`src/rtl/x6_rr_merger.sv`:
```
// x6_rr_merger: round-robin merger for six FIFO channels.
// Pops one ready channel per cycle, tags the word with its channel number and
// presents it on a single valid/ready output stream. A run/drain FSM lets the
// acquisition controller stop once every channel has gone quiet.
//
// Output handshake: dout/dvalid form a valid/ready pair. A word transfers on
// any rising edge where dvalid=1 and dready=1. While dvalid=1 and dready=0,
// dout is held stable and no new pop is issued. A new word may be loaded in
// the same cycle that the previous one is accepted.
module x6_rr_merger #(
   parameter int NCH         = 6,
   parameter int DW          = 32,
   parameter int HOLDOFF     = 2,
   parameter int DRAIN_QUIET = 4,
   parameter int CNT_W       = 16
) (
   input  logic              clk,
   input  logic              init,
   input  logic              enable,
   input  logic [NCH-1:0]    pok,
   input  logic [NCH*DW-1:0] din,
   output logic [NCH-1:0]    pop,
   output logic [DW+2:0]     dout,
   output logic              dvalid,
   input  logic              dready,
   output logic              busy,
   output logic              done,
   output logic [CNT_W-1:0]  word_cnt,
   output logic [1:0]        fsm_state
);

   typedef enum logic [1:0] {
      S_IDLE  = 2'd0,
      S_RUN   = 2'd1,
      S_DRAIN = 2'd2,
      S_DONE  = 2'd3
   } state_t;

   localparam int HW = $clog2(HOLDOFF + 1);
   localparam int QW = $clog2(DRAIN_QUIET + 1);

   state_t         state;
   state_t         state_nxt;
   logic [2:0]     ptr;
   logic [HW-1:0]  hold_cnt [NCH];
   logic [NCH-1:0] mask;
   logic [NCH-1:0] elig;
   logic [QW-1:0]  quiet_cnt;
   logic           grant;
   logic [2:0]     win;
   logic [DW-1:0]  win_data;
   int             idx;

   assign fsm_state = state;

   // A channel stays masked while its holdoff counter is non-zero.
   always_comb begin
      mask = '0;
      for (int i = 0; i < NCH; i++) begin
         mask[i] = (hold_cnt[i] != '0);
      end
   end

   // Round-robin search starting at ptr; grant only when the output slot can take a word.
   always_comb begin
      elig  = pok & ~mask;
      grant = 1'b0;
      win   = '0;
      idx   = 0;
      if ((state == S_RUN || state == S_DRAIN) && (!dvalid || dready)) begin
         for (int k = 0; k < NCH; k++) begin
            idx = (int'(ptr) + k) % NCH;
            if (!grant && elig[3'(idx)]) begin
               grant = 1'b1;
               win   = 3'(idx);
            end
         end
      end
   end

   // One-hot pop strobe and the data slice of the winning channel.
   always_comb begin
      pop      = '0;
      win_data = '0;
      if (grant) begin
         pop[win] = 1'b1;
      end
      for (int k = 0; k < NCH; k++) begin
         if (win == 3'(k)) begin
            win_data = din[k*DW +: DW];
         end
      end
   end

   // FSM state register.
   always_ff @(posedge clk or posedge init) begin
      if (init) begin
         state <= S_IDLE;
      end else begin
         state <= state_nxt;
      end
   end

   // FSM next state and status outputs.
   always_comb begin
      state_nxt = state;
      busy      = 1'b0;
      done      = 1'b0;
      case (state)
         S_IDLE: begin
            if (enable) state_nxt = S_RUN;
         end
         S_RUN: begin
            busy = 1'b1;
            if (!enable) state_nxt = S_DRAIN;
         end
         S_DRAIN: begin
            busy = 1'b1;
            if (enable) begin
               state_nxt = S_RUN;
            end else if (quiet_cnt == QW'(DRAIN_QUIET) && !dvalid) begin
               state_nxt = S_DONE;
            end
         end
         S_DONE: begin
            done      = 1'b1;
            state_nxt = S_IDLE;
         end
         default: state_nxt = S_IDLE;
      endcase
   end

   // Quiet counter: cleared in RUN, counts all-empty cycles in DRAIN, saturates at the threshold.
   always_ff @(posedge clk or posedge init) begin
      if (init) begin
         quiet_cnt <= '0;
      end else if (state == S_RUN) begin
         quiet_cnt <= '0;
      end else if (state == S_DRAIN) begin
         if (pok != '0) begin
            quiet_cnt <= '0;
         end else if (quiet_cnt != QW'(DRAIN_QUIET)) begin
            quiet_cnt <= quiet_cnt + QW'(1);
         end
      end
   end

   // Holdoff counters: loaded on a pop so the channel is skipped until its pok has updated.
   always_ff @(posedge clk or posedge init) begin
      if (init) begin
         for (int i = 0; i < NCH; i++) hold_cnt[i] <= '0;
      end else begin
         for (int i = 0; i < NCH; i++) begin
            if (grant && win == 3'(i)) begin
               hold_cnt[i] <= HW'(HOLDOFF);
            end else if (hold_cnt[i] != '0) begin
               hold_cnt[i] <= hold_cnt[i] - HW'(1);
            end
         end
      end
   end

   // Rotate the priority pointer to the channel after the winner.
   always_ff @(posedge clk or posedge init) begin
      if (init) begin
         ptr <= '0;
      end else if (grant) begin
         ptr <= (win == 3'(NCH - 1)) ? 3'd0 : win + 3'd1;
      end
   end

   // Output register: load on grant, release the slot when accepted with nothing new.
   always_ff @(posedge clk or posedge init) begin
      if (init) begin
         dout   <= '0;
         dvalid <= 1'b0;
      end else if (grant) begin
         dout   <= {win, win_data};
         dvalid <= 1'b1;
      end else if (dready) begin
         dvalid <= 1'b0;
      end
   end

   // Word counter: restarts on RUN entry from IDLE, saturates at all-ones.
   always_ff @(posedge clk or posedge init) begin
      if (init) begin
         word_cnt <= '0;
      end else if (state == S_IDLE && enable) begin
         word_cnt <= '0;
      end else if (grant && word_cnt != '1) begin
         word_cnt <= word_cnt + CNT_W'(1);
      end
   end

endmodule

```
`config.mk`:
```
export PLATFORM = sky130hd
export DESIGN_NAME = x6_rr_merger
export DESIGN_NICKNAME = d
export VERILOG_FILES = /design/src/rtl/x6_rr_merger.sv
export SDC_FILE = /design/constraint.sdc
export NUM_CORES = 1
export LEC_CHECK = 0
export BUFFER_PORTS_ARGS = -buffer_cell sky130_fd_sc_hd__clkbuf_2
export CAP_MARGIN = 20
export CORE_UTILIZATION = 29
export CTS_CLUSTER_DIAMETER = 30
export CTS_CLUSTER_SIZE = 8
export DETAILED_ROUTE_END_ITERATION = 10
export GPL_TIMING_DRIVEN = 0
export SLEW_MARGIN = 20
export SYNTH_ARGS = -nofsm -noshare
export SYNTH_HDL_FRONTEND = slang
export SYNTH_SLANG_ARGS = --single-unit
export TNS_END_PERCENT = 10
```
`constraint.sdc`:
```
create_clock -name clk -period 8.6 [get_ports clk]
set_input_delay 0.43 -clock clk [delete_from_list [all_inputs] [get_ports clk]]
set_output_delay 0.43 -clock clk [all_outputs]
set_load 0.005 [all_outputs]
```
**After elaboration in Yosys (flattened, before gate mapping)**

Index checks and enable logic that the tools add are counted.

- Add/subtract/negate cells: 14
- Shift operators: 0
- $lt $le $gt $ge: 8
- Divide/modulo/power cells: 6
- Eq/ne operators: 14
- Muxes and demuxes: 74
- Reductions and logical operators: 46
- Multiply operators: 0
- Bitwise logic cells: 2

Operators by type and width:

| operator | count |
|---|---|
| $mux W32 | 6 |
| $mod A32 B4 Y32 const B | 5 |
| $mux W3 | 12 |
| $mod A4 B4 Y32 const B | 1 |
| $mux W16 | 2 |
| $mux W2 | 16 |
| $lt A3 B5 Y1 const B | 6 |
| $reduce_bool A2 Y1 | 15 |
| $mux W1 | 29 |
| $bmux W1 S3 | 6 |
| $add A16 B1 Y16 const B | 1 |
| $logic_and A1 B1 Y1 | 16 |
| $ne A16 B16 Y1 const B | 1 |
| $sub A2 B1 Y2 const B | 6 |
| $eq A3 B3 Y1 const B | 3 |
| $add A3 B2 Y4 const B | 2 |
| $add A3 B3 Y4 const B | 2 |
| $pmux W2 S4 | 1 |
| $add A3 B1 Y3 const B | 2 |
| $and A6 B6 Y6 | 1 |
| $eq A3 B2 Y1 const B | 2 |
| $logic_not A1 Y1 | 6 |
| $mux W6 | 1 |
| $ne A3 B3 Y1 const B | 2 |
| other kinds (17) | 20 |

- Bits in latches: 0
- Memories kept: 0
- Input port bits: 202
- Logic and storage cells: 176
- Output and inout bits: 62
- Bits in read-only memories: 0
- Memory bits (writable): 0
- Register bits: 72

**Longest topological paths before layout**

- Depth after elaboration: 35
- Gate-level depth with buffers: 26
- Gate-level depth less buffers: 22

**Worst setup path before layout**

OpenSTA, ideal clock, no wires.

- Path type: register to register
- Start: reg ptr[0]
- End: reg dout[14]
- Cell stages (with the launch flop): 27
- Data required time: 8.522 ns
- Data arrival time: 4.608 ns
- Setup time: 0.078 ns
- Setup slack: 3.915 ns
- Clock period less this slack: 4.685 ns
- Cells stage by stage: dfrtp_1 buf_2 inv_2 ha_1 xor2_2 inv_1 ha_1 nand2b_1 o21ai_1 nor2_1 a2111o_1 o21ai_1 a21oi_1 a311oi_1 a211o_1 inv_2 ha_1 clkbuf_1 nor2b_1 clkbuf_1 clkbuf_1 a22oi_1 nor2_1 a21oi_1 nor2_1 mux2i_1 a21oi_1

- Cells in the longest elaborated chain, start to end: 33
- Elaborated cells on any way between the ends: 70
- Classes of those cells: add/sub (5); div (6); eq/ne (5); mux (43); reduce/logical (11)

Ends and longest elaborated chain:

| element | RTL line | source |
|---|---|---|
| from (decl) | 44 | `logic [2:0] ptr;` |
| from (signal assigned) | 168 | `ptr <= (win == 3'(NCH - 1)) ? 3'd0 : win + 3'd1;` |
| branches (longest 24 deep; another with $mod A32 B4 Y32) | - |  |
| $mux W3 * | 73 | `if (!grant && elig[3'(idx)]) begin` |
| $mux W3 * | 70 | `if ((state == S_RUN \|\| state == S_DRAIN) && (!dvalid \|\| dready)) begin` |
| named net win[0] | 50 | `logic [2:0] win;` |
| $logic_not A3 Y1 | 89 | `if (win == 3'(k)) begin` |
| $mux W32 (5 in a row) | 89 |  |
| $mux W32 * | 89 |  |
| to (signal assigned) | 178 | `dout <= {win, win_data};` |
| to (decl) | 23 | `output logic [DW+2:0] dout,` |

Mark *: on every way through the listed nets, which the timed path passes. The select of a mux whose other input is x is not followed.
A chain may end at the register's enable or synchronous reset.

**Final worst setup path**

- Start: reg ptr[0]
- End: reg dout[2]

- Cells in the longest elaborated chain, start to end: 33
- Elaborated cells on any way between the ends: 70
- Classes of those cells: add/sub (5); div (6); eq/ne (5); mux (43); reduce/logical (11)

Ends and longest elaborated chain:

| element |
|---|
| branches (longest 33 deep; another with $mod A32 B4 Y32) |

Parallel ways; which one is timed is not known. The select of a mux whose other input is x is not followed.

==> impl_metrics.tcl <==
set metrics [dict create \
    status "completed" \
    cp-end-kind "register" \
    drive_gt1_share_pct 29.77 \
    critPathCapture "dout[2]$_DFFE_PP0P_" \
    syn_to_final_growth_pct 33.37 \
    multi_input_area_sq_um 3776 \
    worstMarginPinSlew_ns 0.7604 \
    hold_viol_final 0 \
    crit_path_max_incr_delay_ns 0.49 \
    worstHoldPathType "in2async" \
    cts-buffers-inserted 9 \
    final.setup.tns_ns 0 \
    overflow 0 \
    reg2reg_from "ptr[0]$_DFFE_PP0P_" \
    avgSynthCellArea_sq_um 7.763 \
    syn-num-nets 999 \
    cts_resized 0 \
    synthAdderAreaFrac_pct 6.086 \
    rr_worst_depth 25 \
    yosysWarnings 0 \
    yosys.area.top_type_share_pct 30.22 \
    io_buffers 263 \
    synth_cell_types 63 \
    drv_slew 0 \
    setup_viol 0 \
    clk_pin_slew_ns 0.07 \
    grt_use_total_pct 22.63 \
    cp_top_family "compound AO/OA/AOI/OAI gates" \
    fp-row-count 52 \
    dpl.hpwl_um 18770 \
    place.gp.congestion 0.9060 \
    synthMuxAreaShare_pct 6.779 \
    htreeDepth 3 \
    async_flop_share_pct 100.0 \
    critical_path.startpoint "ptr[0]$_DFFE_PP0P_" \
    r2r_end "dout[2]$_DFFE_PP0P_" \
    fin_nets 1274 \
    synth_area_leaders "dfrtp_1, a21oi_1, mux2i_1" \
    cp_max_fo 10 \
    syn_area_sq_um 5962 \
    maxCapViolCount 0 \
    nFillCells 2183 \
    finClkSkew_ns 0.01194 \
    drt-vias-per-instance 5.147 \
    syn_inst 768 \
    cts_tree "built" \
    ff_latch_area_sq_um 1802 \
    ys_seq_elements 72 \
    antenna_found_initial 2 \
    root_buffer "clkbuf_16" \
    postCtsHoldBufs 0 \
    timing.critical_path.buf_inv 6 \
    timing.final.crit_share_pct 70.76 \
    core-area_sq_um 20170 \
    vias 6794 \
    cp.depth 25 \
    cpMaxStageDelayCell "clkbuf_1" \
    drc 0 \
    wl_per_cell_um 17.91 \
    drt_wl_total_um 23650 \
    clk_latency_ns 0.35 \
    rrSetupSlack_ns 2.51 \
    pin_count 264 \
    die_x_um 145.4 \
    start_util_pct 29.56 \
    maxSlewHeadroom_pct 49.31 \
    synthFlopType "dfrtp_1" \
    worst-setup-path-type "reg2reg" \
    finalCriticalPeriod_ns 6.086 \
    max_freq_mhz 164.3 \
    die_y_um 145.4 \
    dieArea_sq_um 21140 \
    cts_setup_buffers 0 \
    synth_compound_area_share_pct 26.84 \
    critPathArrivalTime_ns 6.36 \
    yosysSeqAreaShare_pct 30.22 \
    yosys.area.top_type "dfrtp_1" \
    clk_path_buf_depth 2 \
    crit_required_ns 8.87 \
    grt_pass1_wl_um 37020 \
    synth-simple-area-share_pct 20.00 \
    yosysMostFrequentCell "nor2_1" \
    synth_edf_count 0 \
    rsz0062_at_grt "false" \
    grt_pass1_vias 6712 \
    synthXorXnorAreaFrac_pct 3.631 \
    drt-pass1-iter-count 5 \
    antenna_left 0 \
    grt_max_degree 51 \
    synth_top_family_by_area "compound AO/OA/AOI/OAI gates" \
    cts.sinks 72 \
    critPathLaunchType "register" \
    yosys-top-cells-count "nor2_1, nand2_1, a21oi_1" \
    drt_iter0_markers 344 \
]
-- per-stage QoR --
stage          std cells  hold WS [ns]  cell area [sq um]  setup WS, ns  utilization [%]
6_report            1320       0.04343               7951         2.514            39.42
5_1_grt             1320       0.06694               7951         1.998            39.42
4_1_cts             1318       0.05086               7946         2.607            39.40
3_5_place_dp        1302        0.4215               7646         2.636            37.91
3_3_place_gp        1301        0.4648               7616         2.641            37.76
2_1_floorplan        768        0.4699               5962         3.915                -
-- worst min-delay path by stage --
| stage | start | to | cells after the start |
|---|---|---|---|
| floorplan | hold_cnt[1]$_DFFE_PP0P_ | hold_cnt[1]$_DFFE_PP0P_ | 2 |
| global placement | dout[33]$_DFFE_PP0P_ | dout[33]$_DFFE_PP0P_ | 1 |
| detailed placement | init | word_cnt[5]$_DFFE_PP0P_ | 2 |
| CTS | init | word_cnt[5]$_DFFE_PP0P_ | 2 |
| global route | init | word_cnt[5]$_DFFE_PP0P_ | 2 |
| finish | init | word_cnt[5]$_DFFE_PP0P_ | 2 |
-- cell type report --
class	count	area share, %
Multi-Input combinational cell	603	47.49
Sequential cell	72	22.66
Timing Repair Buffer	264	16.90
Tap cell	270	4.249
Buffer	60	3.273
Clock buffer	12	3.100
Inverter	33	1.589
Clock inverter	4	0.6766
Antenna cell	2	0.06294
-- per-layer routing --
layer  global-route usage (%)  wire (um)  vias to the layer above
li1                         -          -                     3318
met1                    27.66       9889                     3198
met2                    39.76      11930                      246
met3                    4.044       1291                       32
met4                    8.105        536                        0
met5                        0          0                        -
-- cells by family after synthesis --
group / Yosys count
simple gates: 266
compound gates: 246
buf+inv: 93
flops: 72
mux: 39
fa+ha+maj: 29
xor+xnor: 23
-- placed cells by master, fill, tap and decap left out, types with 6 or more instances in the layout --
cell       netlist  routed
a21oi_1         85      85
nand4_1          9       9
nand3_1         15      15
xor2_1          18      18
mux2i_1         37      37
ha_1            29      29
and2_1          13      13
a31oi_1         35      35
o21ai_0         11      11
buf_2            7       7
and3_1           7       7
nor3_1           7       7
a211oi_1         6       6
inv_1           29      28
a22oi_1         33      33
nand2_1         90      90
dfrtp_1         72      72
nand3b_1         7       7
clkbuf_1        46      48
o22ai_1         33      33
clkbuf_16        0       9
nor2_1          97      97
clkbuf_2         0     263
-- registers in the layout, summed over array words and instances, names as in the netlist --
| signal | count |
|---|---|
| dvalid | 1 |
| quiet_cnt | 3 |
| word_cnt | 16 |
| dout | 35 |
| ptr | 3 |
| hold_cnt | 12 |
| fsm_state | 2 |
Power is left out: the tool's default activity adds up to more than one toggle a clock period on the data nets, which glitch-free logic cannot reach.
